<file path="config.mk">
export PLATFORM = sky130hd
export DESIGN_NAME = mult_seq_32
export DESIGN_NICKNAME = d
export VERILOG_FILES = /design/src/rtl/mult_seq_32_pkg.sv /design/src/rtl/mult_seq_32_adder.sv /design/src/rtl/mult_seq_32.sv
export SDC_FILE = /design/constraint.sdc
export NUM_CORES = 1
export LEC_CHECK = 0
export BUFFER_PORTS_ARGS = -buffer_cell sky130_fd_sc_hd__buf_2
export CORE_MARGIN = 8
export CORE_UTILIZATION = 45
export DETAILED_ROUTE_END_ITERATION = 7
export PLACE_DENSITY = 0.69
export SYNTH_ARGS = -nofsm -noshare
export SYNTH_HDL_FRONTEND = slang
export SYNTH_SLANG_ARGS = --single-unit
export TNS_END_PERCENT = 100
</file>
<file path="constraint.sdc">
create_clock -name CLK -period 37.5 [get_ports CLK]
set_input_delay 7.5 -clock CLK [delete_from_list [all_inputs] [get_ports CLK]]
set_output_delay 7.5 -clock CLK [all_outputs]
set_load 0.02 [all_outputs]
</file>
<file path="src/rtl/mult_seq_32_pkg.sv">
// Shared definitions for the iterative 32x32 unsigned shift-add multiplier.
// Holds the operand and counter widths and the FSM state encoding.
package mult_seq_32_pkg;

    localparam int unsigned WIDTH = 32;
    localparam int unsigned CNT_W = 6;

    typedef enum logic [1:0] {
        MULT_IDLE = 2'b00,
        MULT_RUN  = 2'b01,
        MULT_DONE = 2'b10
    } multState_t;

endpackage

</file>
<file path="src/rtl/mult_seq_32_adder.sv">
// Ripple-carry 32-bit adder/subtractor.
// Ports:
//   a, b      operands
//   snA       0 = add (a + b), 1 = subtract (a - b, two's complement)
//   sum       result bits
//   carryOut  carry out of the MSB (the 33rd sum bit in add mode)
module mult_seq_32_adder
    import mult_seq_32_pkg::*;
(
    input  logic [WIDTH-1:0] a,
    input  logic [WIDTH-1:0] b,
    input  logic             snA,
    output logic [WIDTH-1:0] sum,
    output logic             carryOut
);

    // Bit-serial ripple; subtract inverts b and injects a carry-in of 1.
    always_comb begin : rippleChain
        logic carry;
        logic bEff;
        sum   = '0;
        carry = snA;
        bEff  = 1'b0;
        for (int i = 0; i < int'(WIDTH); i++) begin
            bEff   = b[i] ^ snA;
            sum[i] = a[i] ^ bEff ^ carry;
            carry  = (a[i] & bEff) | (carry & (a[i] ^ bEff));
        end
        carryOut = carry;
    end

endmodule

</file>
<file path="src/rtl/mult_seq_32.sv">
// Iterative 32x32 unsigned shift-add multiplier producing a 64-bit product
// {HI,LO} in 32 iterations, one adder pass per iteration.
// Ports:
//   CLK    clock, rising edge
//   RST    asynchronous active-high reset
//   START  request, sampled only while idle
//   A      multiplicand, captured on an accepted START
//   B      multiplier, captured on an accepted START
//   BUSY   high while iterating and during the DONE cycle
//   DONE   one-cycle pulse; HI/LO hold the final product in that cycle
//   HI     product[63:32] (live partial product while BUSY)
//   LO     product[31:0]  (live partial product while BUSY)
module mult_seq_32
    import mult_seq_32_pkg::*;
(
    input  logic             CLK,
    input  logic             RST,
    input  logic             START,
    input  logic [WIDTH-1:0] A,
    input  logic [WIDTH-1:0] B,
    output logic             BUSY,
    output logic             DONE,
    output logic [WIDTH-1:0] HI,
    output logic [WIDTH-1:0] LO
);

    localparam logic [CNT_W-1:0] LAST_ITER = CNT_W'(WIDTH - 1);

    multState_t       state, nextState;
    logic [WIDTH-1:0] mReg, mNext;
    logic [WIDTH-1:0] pHi, pHiNext;
    logic [WIDTH-1:0] pLo, pLoNext;
    logic [CNT_W-1:0] cnt, cntNext;
    logic             busyReg, busyNext;
    logic             doneReg, doneNext;

    logic [WIDTH-1:0] addSum;
    logic             addCarry;

    // Single adder: upper product half plus multiplicand, add mode only.
    mult_seq_32_adder uAdder (
        .a        (pHi),
        .b        (mReg),
        .snA      (1'b0),
        .sum      (addSum),
        .carryOut (addCarry)
    );

    // State and datapath registers.
    always_ff @(posedge CLK or posedge RST) begin
        if (RST) begin
            state   <= MULT_IDLE;
            mReg    <= '0;
            pHi     <= '0;
            pLo     <= '0;
            cnt     <= '0;
            busyReg <= 1'b0;
            doneReg <= 1'b0;
        end else begin
            state   <= nextState;
            mReg    <= mNext;
            pHi     <= pHiNext;
            pLo     <= pLoNext;
            cnt     <= cntNext;
            busyReg <= busyNext;
            doneReg <= doneNext;
        end
    end

    // Next-state, datapath update and next values of the registered flags.
    always_comb begin
        nextState = state;
        mNext     = mReg;
        pHiNext   = pHi;
        pLoNext   = pLo;
        cntNext   = cnt;
        busyNext  = 1'b0;
        doneNext  = 1'b0;

        unique case (state)
            MULT_IDLE: begin
                if (START) begin
                    mNext     = A;
                    pHiNext   = '0;
                    pLoNext   = B;
                    cntNext   = '0;
                    nextState = MULT_RUN;
                    busyNext  = 1'b1;
                end
            end
            MULT_RUN: begin
                busyNext = 1'b1;
                // Carry becomes the new MSB, so the 64-bit product never overflows.
                if (pLo[0]) begin
                    {pHiNext, pLoNext} = {addCarry, addSum, pLo[WIDTH-1:1]};
                end else begin
                    {pHiNext, pLoNext} = {1'b0, pHi, pLo[WIDTH-1:1]};
                end
                cntNext = cnt + CNT_W'(1);
                if (cnt == LAST_ITER) begin
                    nextState = MULT_DONE;
                    doneNext  = 1'b1;
                end
            end
            MULT_DONE: begin
                nextState = MULT_IDLE;
            end
            default: begin
                nextState = MULT_IDLE;
            end
        endcase
    end

    assign BUSY = busyReg;
    assign DONE = doneReg;
    assign HI   = pHi;
    assign LO   = pLo;

endmodule
</file>
==> results of run 1 <==
## per-stage QoR
stage / instance area [µm²] / hold slack [ns]
2_1_floorplan: 5500 / 0.439
3_3_place_gp: 6240 / 0.453
3_5_place_dp: 6240 / 0.474
4_1_cts: 6540 / 0.483
5_1_grt: 6540 / 0.500
6_report: 6540 / 0.482
## worst min-delay path by stage
stage	from	to	slack, ns	depth (start not counted)
6_report	cnt[5]	cnt[5]	0.48	1
2_1_floorplan	cnt[5]	cnt[5]	0.44	1
3_3_place_gp	cnt[5]	cnt[5]	0.45	1
4_1_cts	cnt[5]	cnt[5]	0.48	1
5_1_grt	cnt[5]	cnt[5]	0.50	1
3_5_place_dp	cnt[5]	cnt[5]	0.47	1
## flip-flops by register name, indices dropped and copies added (netlist names)
register and flops:
LO 32, cnt 6, mReg 32, DONE 1
BUSY 1, state 2, HI 32
## routing by layer
metal / global-route usage / wire length [µm] / up-vias
li1: - / - / 1870
met1: 0.196 / 5360 / 1956
met2: 0.265 / 6260 / 97
met3: 0.0549 / 815 / 12
met4: 0.0502 / 171 / 0
met5: 0 / 0 / -
## worst max-delay path: cells and delay by family (launching register included)
family,cells,cell delay (ns)
AOI/OAI and AO/OA,1,0.08
adders and majority gates,32,11.23
buffers and inverters,4,0.27
DFF,1,0.40
muxes,1,0.14
## final cells by class
cell class | instances | area (µm²)
Timing Repair Buffer | 139 | 713
Fill cell | 1040 | 5420
Inverter | 16 | 62.6
Tap cell | 147 | 184
Clock inverter | 5 | 52.6
Sequential cell | 106 | 2650
Clock buffer | 11 | 253
Multi-Input combinational cell | 316 | 2620
## cell usage in the layout, fill, tap and decap left out, drive strengths merged, types with 2 or more instances in the layout
cell and count:
a21oi 31, a22oi 31, nand3 2, mux2 32, inv 16, buf 139
clkbuf 11, nand2b 2, clkinv 3, ha 2, nor2b 34, nor3 2
dfrtp 106, o22ai 5, fa 31, o21ai 67, nand2 38, mux2i 27
## power by group through the flow
stage | logic, mW | clock network, mW | registers [mW]
after floorplan | 0.120 | 0 | 0.227
after global placement | 0.207 | 0 | 0.199
after detailed placement | 0.216 | 0 | 0.202
after CTS | 0.217 | 0.0990 | 0.200
after global routing | 0.241 | 0.103 | 0.207
final | 0.212 | 0.0957 | 0.199
## kinds of logic (layout without fill, tap and decap cells)
| family | count (synthesis) | in the layout | synth area share |
|---|---|---|---|
| simple gates | 82 | 82 | 0.0752 |
| flops | 106 | 106 | 0.482 |
| mux | 59 | 59 | 0.133 |
| compound gates | 141 | 141 | 0.148 |
| fa+ha+maj | 33 | 33 | 0.117 |
| buf+inv | 50 | 171 | 0.0432 |
| xor+xnor | 1 | 1 | 0.00159 |
==> metrics.md, run 1 <==
| Metric | Value |
|---|---|
| Outcome | completed |
| Die W | 127 µm |
| Die area | 0.0160 mm² |
| Vias post-DR | 3935 |
| Leak | 3.12 nW |
| Synthesis-stage register bit count | 106 |
| Clock Skews | 0.00649 ns |
| Final ANT Viol Nets | 0 |
| Fmax | 81.6 MHz |
| CTS Buf Count | 9 |
| Clk pin slew, worst setup/hold paths | 0.07 ns |
| Drt first-iter violations | 254 |
| Max transition margin | 0.154 |
| DR WL/cell | 17.0 µm |
| Post-CTS Setup Bufs | 0 |
| Combinational share of power | 0.418 |
| Net Sw Frac | 0.396 |
| Gpl congestion | 0.756 |
| Most numerous cell in the Yosys netlist | dfrtp_1 |
| Max Transition Viols Final | 0 |
| Max Buffers Root-to-Sink | 2 |
| Gr usage total | 0.161 |
| Area grow syn2layout | 18.8% |
| Setup WS post-layout | 25.24 ns |
| Critical path startpoint category | flip-flop |
| Register-to-register setup slack | 25.24 ns |
| Final setup violation count | 0 |
| Syn_nets | 572 |
| Synth top area cells | dfrtp_1 48%, fa_1 11%, mux2_4 7.4% |
| Tcrit/Tclk final | 0.327 |
| Resized cells post-CTS | 0 |
| Global-route wire length before repair | 20800 µm |
| Internal power | 0.306 mW |
| Post-synthesis sequential area ratio | 0.482 |
| Count of final hold-check violations | 0 |
| Via density | 5.32 |
| Row count | 40 |
| Design Power | 0.507 mW |
| Placed wire-length estimate | 8770 µm |
| Share of Yosys cell area claimed by the top area cell type | 0.482 |
| Worst min path class | reg -> reg |
| Synth Flop Type | dfrtp_1 |
| Crit-path most repeated cell | fa_1 |
| Setup crit end kind | flip-flop |
| Setup WS pre-CTS | 25.23 ns |
| R2R cell count | 38 |
| Fin nets | 688 |
| Cell area after synthesis | 0.00550 mm² |
| RSZ-0062 raised after global routing | no |
| Router iterations before antenna repair | 4 |
| H-tree lvl count | 3 |
| Least-Margin Pin Slew | 1.26 ns |
| Worst reg2reg startpoint | HI[0] |
| Final Util | 0.547 |
| Initial antenna violation count | 0 |
| TritonCTS clock tree | done |
| Vias in the first global route | 4180 |
| Final setup TNS | 0 ns |
| Share of cells above drive strength 1 | 0.325 |
| Antenna Cells | 0 |
| Avg Cell Area, Syn | 11.7 µm² |
| Max stage delay cell, worst path | fa_1 |
| Clock power share | 0.189 |
| I/O pin cnt | 133 |
| Post-synth top cells | 106 x dfrtp_1, 67 x o21ai_0, 38 x nand2_1 |
| Delay of the slowest cell on the worst path | 0.45 ns |
| Maximum VDD drop | 0.0366 mV |
| Synth unique cells | 33 |
| Root buffer cell | clkbuf_16 |
| Inst Count DP | 724 |
| Post-route minimum period | 12.26 ns |
| Initial core utilization | 0.460 |
| Die height | 127 µm |
| Clock Sinks | 106 |
| CP endpoint | HI[30] |
| Reg-to-Reg End | HI[30] |
| DRC | 0 |
| Async S/R FF share, synth | 1.00 |
| Cts hold-fix bufs | 0 |
| Largest net degree at the start of global routing | 73 |
| Req. time, crit path | 37.72 ns |
| Post-Layout Cell Count | 740 |
| Number of synthesized flops with an enable pin | 0 |
| Cell taking the most area after synthesis | dfrtp_1 |
| CP startpoint | HI[0] |
| Final WL | 12600 µm |
| Number of buffers added on ports | 132 |
| Seq pwr share | 0.393 |
| CP arrival | 12.48 ns |
| Worst-Skew Late Latency | 0.35 ns |
| Overflow after GRT | 0 |
| Synth Warn # | 0 |
| Crit Path Category | reg -> reg |
| Max Cap Violations | 0 |
| Worst-path fanout max | 4 |
| Gate Count Post-Synth | 472 |
| Core area | 0.0120 mm² |
| NetSw | 0.201 mW |
| Power Density | 77.5 mW/mm² |
Note: power is estimated with default switching activity, not from simulation.
==> run 2: changes to the inputs <==
PLACE_DENSITY = 0.72   (was 0.69)
clock period = 10.35 ns   (was 37.5 ns; I/O delays follow)
==> metrics.md, run 2 (synthesized netlist as in run 1, its figures left out) <==
| Metric | Value |
|---|---|
| Share of cells above drive strength 1 | 0.389 (+0.0638) |
| Outcome | finished, violations left |
| R2R cell count | 38 (unchanged) |
| Post-route minimum period | 11.26 ns (-0.996 ns) |
| I/O pin cnt | 133 (unchanged) |
| Min-delay src | cnt[5] |
| Max Cap Violations | 0 (unchanged) |
| Power Density | 283 mW/mm² (+270%) |
| RSZ-0062 raised after global routing | yes |
| Max stage delay cell, worst path | fa_2 |
| Setup WS post-layout | -0.913 ns (-26.15 ns) |
| Worst min path class | reg -> reg |
| Req. time, crit path | 10.62 ns (-27.10 ns) |
| Largest net degree at the start of global routing | 61 (-16%) |
| Initial core utilization | 0.460 (unchanged) |
| Least-Margin Pin Slew | 1.27 ns (+0.00873 ns) |
| Fin nets | 691 (+0.44%) |
| Most frequent cells in the layout | 132 x buf_2, 104 x dfrtp_1, 67 x o21ai_0, 38 x nand2_1, 32 x nor2b_1 |
| Row count | 40 (unchanged) |
| Count of final hold-check violations | 0 (unchanged) |
| CP arrival | 11.53 ns (-0.95 ns) |
| DR WL/cell | 18.0 µm (+5.6%) |
| Initial antenna violation count | 0 (unchanged) |
| Design Power | 1.87 mW (+270%) |
| Critical path startpoint category | flip-flop |
| Fmax | 88.8 MHz (+8.8%) |
| Met3 usage | 0.0603 (+0.00545) |
| Largest delay share family, worst path | adder cells |
| Vias post-DR | 3984 (+1.2%) |
| Final WL | 13400 µm (+6.0%) |
| Max transition margin | 0.148 (-0.00585) |
| Final ANT Viol Nets | 0 (unchanged) |
| Hold WS | 0.489 ns (+0.00695 ns) |
| Leak | 3.09 nW (-1.1%) |
| Die area | 0.0160 mm² (unchanged) |
| DRC | 0 (unchanged) |
| Gpl congestion | 0.783 (+3.6%) |
| Root buffer cell | clkbuf_16 |
| Worst Path Buf+Inv | 4 (unchanged) |
| H-tree lvl count | 3 (unchanged) |
| Commonest non-fill, non-tap cell in the layout | buf_2 |
| Hold Path Depth | 1 (unchanged) |
| Antenna Cells | 0 (unchanged) |
| Max Buffers Root-to-Sink | 2 (unchanged) |
| CTS Buf Count | 9 (unchanged) |
| Core area | 0.0120 mm² (unchanged) |
| Drt first-iter violations | 236 (-7.1%) |
| Crit-path most repeated cell | fa_2 |
| Maximum VDD drop | 0.111 mV (+200%) |
| Router iterations before antenna repair | 5 (+1) |
| Failing checks | negative setup slack |
| Reg-to-Reg End | HI[30] |
| Worst Hold End | cnt[5] |
| Met2 Track Usage GR | 0.276 (+0.0113) |
| Number of buffers added on ports | 132 (unchanged) |
| Tcrit/Tclk final | 1.09 (+0.761) |
| Global-route wire length before repair | 22000 µm (+5.4%) |
| Worst-path fanout max | 2 (-2) |
| Gr busiest metal | met2 |
| Placed wire-length estimate | 9200 µm (+4.9%) |
| GRT met1 Usage | 0.211 (+0.0153) |
| Clock Skews | 0.00692 ns (+0.000430 ns) |
| Worst reg2reg startpoint | HI[0] |
| Max Transition Viols Final | 0 (unchanged) |
| Register-to-register setup slack | -0.91 ns (-26.15 ns) |
| Worst-Skew Late Latency | 0.36 ns (about the same) |
| Area grow syn2layout | 20.3% |
| Post-CTS Setup Bufs | 0 (unchanged) |
| Clock Sinks | 106 (unchanged) |
| Gr usage total | 0.172 (+0.0105) |
| Final setup violation count | 5 (+5) |
| Vias in the first global route | 4244 (+1.5%) |
| Delay of the slowest cell on the worst path | 0.52 ns (+0.07 ns) |
| Die W | 127 µm (unchanged) |
| Setup crit end kind | flip-flop |
| Die height | 127 µm (unchanged) |
| Crit Path Category | reg -> reg |
| Via density | 5.36 (+0.84%) |
| TritonCTS clock tree | done |
| Overflow after GRT | 0 (unchanged) |
| Clk pin slew, worst setup/hold paths | 0.07 ns (about the same) |
run 2: cell types whose count changed in the layout (fill, tap and decap cells not counted), moves of 3 or more:
| cell | delta |
|---|---|
| inv_2 | +4 |
| fa_1 | -31 |
| buf_4 | +3 |
| fa_2 | +31 |
| inv_1 | -4 |
run 2: cell type report:
cell class	instances	area (µm²)
fillers	1073	5340
flip-flops and latches	106	2660
well taps	147	184
inverters	16	62.6
multi-input cells	316	2710
clock buffers	11	243
clock inverters	5	28.8
repair buffers	142	736
run 2: per-stage QoR:
step	area [µm²]	TNS [ns]	setup WS [ns]	utilization	std cells
after floorplan	5590	-1.44	-0.541	-	472
after global placement	6340	-2.22	-0.712	0.530	727
after detailed placement	6340	-2.87	-0.832	0.530	727
after CTS	6610	-3.12	-0.899	0.553	743
after global routing	6620	-4.68	-1.21	0.554	743
final	6620	-3.13	-0.913	0.554	743
run 2: power breakdown:
group	total, mW	leakage, nW	internal (mW)	switching [mW]
combinational	0.827	1.65	0.380	0.447
clock	0.321	0.139	0.169	0.152
sequential	0.727	1.30	0.564	0.164
run 2: worst max-delay path by stage:
| stage | from | to | cells after the start |
|---|---|---|---|
| 2_1_floorplan | HI[0] | HI[30] | 38 |
| 3_3_place_gp | HI[0] | HI[30] | 38 |
| 3_5_place_dp | HI[0] | HI[30] | 38 |
| 4_1_cts | HI[0] | HI[30] | 38 |
| 5_1_grt | mReg[0] | HI[30] | 38 |
| 6_report | HI[0] | HI[30] | 38 |
run 2: what timing repair did:
action	CTS	global route
hold buffers	0	0
pin swaps	0	1
endpoints found under the setup margin	5	6
gates resized for setup	0	5
run 2: metal layers:
metal  vias up  share of wire
li1       1876              -
met2       106           0.50
met4         0          0.014
met3        15          0.067
met1      1987           0.42
met5         -              0
==> run 3: changes to the inputs <==
CORE_UTILIZATION = 49   (was 45)
PLACE_DENSITY = 0.77   (was 0.72)
==> metrics.md, run 3 (synthesized netlist as in run 1, its figures left out) <==
| Metric | Value |
|---|---|
| Placed wire-length estimate | 9000 µm (-2.2%) |
| Final Util | 0.599 (+0.0456) |
| Final WL | 12800 µm (-4.1%) |
| Least-Margin Pin Slew | 1.24 ns (-0.0316 ns) |
| Die area | 0.0149 mm² (-7.2%) |
| Largest net degree at the start of global routing | 62 (+1.6%) |
| Leak | 3.03 nW (-1.7%) |
| Row count | 38 (-5.0%) |
| Setup WS pre-CTS | -0.865 ns (-0.0333 ns) |
| Worst-path fanout max | 2 (unchanged) |
| Count of final hold-check violations | 0 (unchanged) |
| Register Area | 0.00266 mm² (unchanged) |
| Max transition margin | 0.169 (+0.0212) |
| Cts hold-fix bufs | 0 (unchanged) |
| Setup WS post-layout | -0.895 ns (+0.0179 ns) |
| Setup crit end kind | flip-flop |
| Max Buffers Root-to-Sink | 2 (unchanged) |
| DRC | 0 (unchanged) |
| RSZ-0062 raised after global routing | yes |
| Max Cap Violations | 0 (unchanged) |
| Router iterations before antenna repair | 5 (unchanged) |
| Critical path startpoint category | flip-flop |
| Power Density | 277 mW/mm² (-2.3%) |
| Initial core utilization | 0.506 (+0.0454) |
| Share of cells above drive strength 1 | 0.383 (-0.00607) |
| Number of buffers added on ports | 132 (unchanged) |
| Overflow after GRT | 0 (unchanged) |
| Clock Sinks | 106 (unchanged) |
| Max Transition Viols Final | 0 (unchanged) |
| Fin nets | 690 (-0.14%) |
| Via density | 5.45 (+1.7%) |
| Tcrit/Tclk final | 1.09 (-0.00173) |
| Post-route minimum period | 11.25 ns (-0.0179 ns) |
| Core area | 0.0109 mm² (-9.0%) |
| Top Metal Used | met4 |
| Area grow syn2layout | 18.5% |
| Maximum VDD drop | 0.146 mV (+31%) |
| Internal power | 1.06 mW (-4.4%) |
| Max stage delay cell, worst path | fa_2 |
| Final setup violation count | 5 (unchanged) |
| Initial antenna violation count | 0 (unchanged) |
| Met3 WL | 592 µm (-34%) |
| CP arrival | 11.54 ns (about the same) |
| Clk pin slew, worst setup/hold paths | 0.10 ns (+0.03 ns) |
| Final ANT Viol Nets | 0 (unchanged) |
| Worst min path class | reg -> reg |
| Root buffer cell | clkbuf_8 |
| DR WL/cell | 17.4 µm (-3.0%) |
| Req. time, crit path | 10.65 ns (+0.03 ns) |
| Clock power share | 0.140 (-0.031) |
| Drt first-iter violations | 314 (+33%) |
| Fillers | 917 (-15%) |
| Gr usage total | 0.181 (+0.00926) |
| Outcome | finished, violations left |
| Vias in the first global route | 4365 (+2.9%) |
| Fmax | 88.9 MHz (+0.16%) |
| Failing checks | negative setup slack |
| Seq pwr share | 0.416 (+0.028) |
| NetSw | 0.741 mW (-2.8%) |
| Combinational share of power | 0.444 (+0.003) |
| Die W | 122 µm (-3.6%) |
| Crit-path most repeated cell | fa_2 |
| H-tree lvl count | 3 (unchanged) |
| Commonest non-fill, non-tap cell in the layout | buf_2 |
| Net Sw Frac | 0.411 (+0.00411) |
| Worst-Skew Late Latency | 0.37 ns (about the same) |
| I/O pin cnt | 133 (unchanged) |
| Most frequent cells in the layout | 132 x buf_2, 104 x dfrtp_1, 65 x o21ai_0, 38 x nand2_1, 32 x nor2b_1 |
| TritonCTS clock tree | done |
| Antenna Cells | 0 (unchanged) |
| Vias post-DR | 4007 (+0.58%) |
| Die height | 122 µm (-3.6%) |
| Global-route wire length before repair | 21500 µm (-2.2%) |
| Design Power | 1.80 mW (-3.8%) |
| CTS Buf Count | 9 (unchanged) |
| Gpl congestion | 0.801 (+2.3%) |
| Delay of the slowest cell on the worst path | 0.51 ns (about the same) |
| Met2 WL | 6690 µm (+0.92%) |
| Crit Path Category | reg -> reg |
| Multi-input combinational cell area | 0.00271 mm² (unchanged) |
| Post-CTS Setup Bufs | 0 (unchanged) |
| Clock Skews | 0.0125 ns (+0.00560 ns) |
| M1 WL | 5400 µm (-4.6%) |
## run 3: changes by cell type in the layout (fill, tap and decap cells not counted), sizes merged
cell	delta
clkinvlp	+1
inv	-1
bufinv	+1
clkbuf	+3
clkinv	-4
buf	-1
## run 3: per-stage QoR
stage | area (µm²) | setup TNS [ns] | instances | hold WS, ns
after floorplan | 5590 | -1.44 | 472 | 0.439
after global placement | 6330 | -1.94 | 719 | 0.454
after detailed placement | 6330 | -3.09 | 719 | 0.469
after CTS | 6520 | -3.21 | 735 | 0.491
after global routing | 6520 | -4.89 | 735 | 0.526
final | 6520 | -3.19 | 735 | 0.485
## run 3: path summary, 6_finish.rpt
path	startpoint	end	slack, ns	cells after the start
worst min register to register	cnt[5]	cnt[5]	0.48	1
worst min-delay path	cnt[5]	cnt[5]	0.48	1
min in group asynchronous	RST	mReg[17]	1.74	2
worst max-delay path	mReg[0]	HI[30]	-0.90	38
max in group asynchronous	RST	HI[0]	7.39	3
worst max register to register	mReg[0]	HI[30]	-0.90	38
## run 3: cell type report
| cell class | instances | share of cell area |
|---|---|---|
| multi-input combinational | 316 | 0.416 |
| timing repair buffer | 141 | 0.112 |
| clock inverter | 2 | 0.00575 |
| tap | 140 | 0.0269 |
| sequential | 106 | 0.407 |
| clock buffer | 14 | 0.0234 |
| inverter | 16 | 0.00959 |
## run 3: what timing repair did
action / CTS / global route
gates resized for setup: 0 / 7
setup endpoints to repair: 5 / 6
pin swaps: 2 / 2
## run 3: critical path: cells and delay by family, from the launching register on
family | cells | cell delay (ns)
AO/OA/AOI/OAI | 1 | 0.15
flip-flops | 1 | 0.42
buffers and inverters | 4 | 0.20
adder cells (fa/ha/maj) | 32 | 10.32
multiplexers | 1 | 0.07
## run 3: metal layers
metal	track usage	vias to the layer above
met5	0	-
met4	0.0617	0
met3	0.0532	10
met2	0.300	99
met1	0.221	2022
li1	-	1876
## run 3: power groups by stage
stage               registers (mW)  logic (mW)  clock network (mW)
floorplan                    0.832       0.455                   0
global placement             0.749       0.758                   0
detailed placement           0.760       0.811                   0
CTS                          0.754       0.812               0.264
global route                 0.778       0.906               0.278
finish                       0.751       0.801               0.252
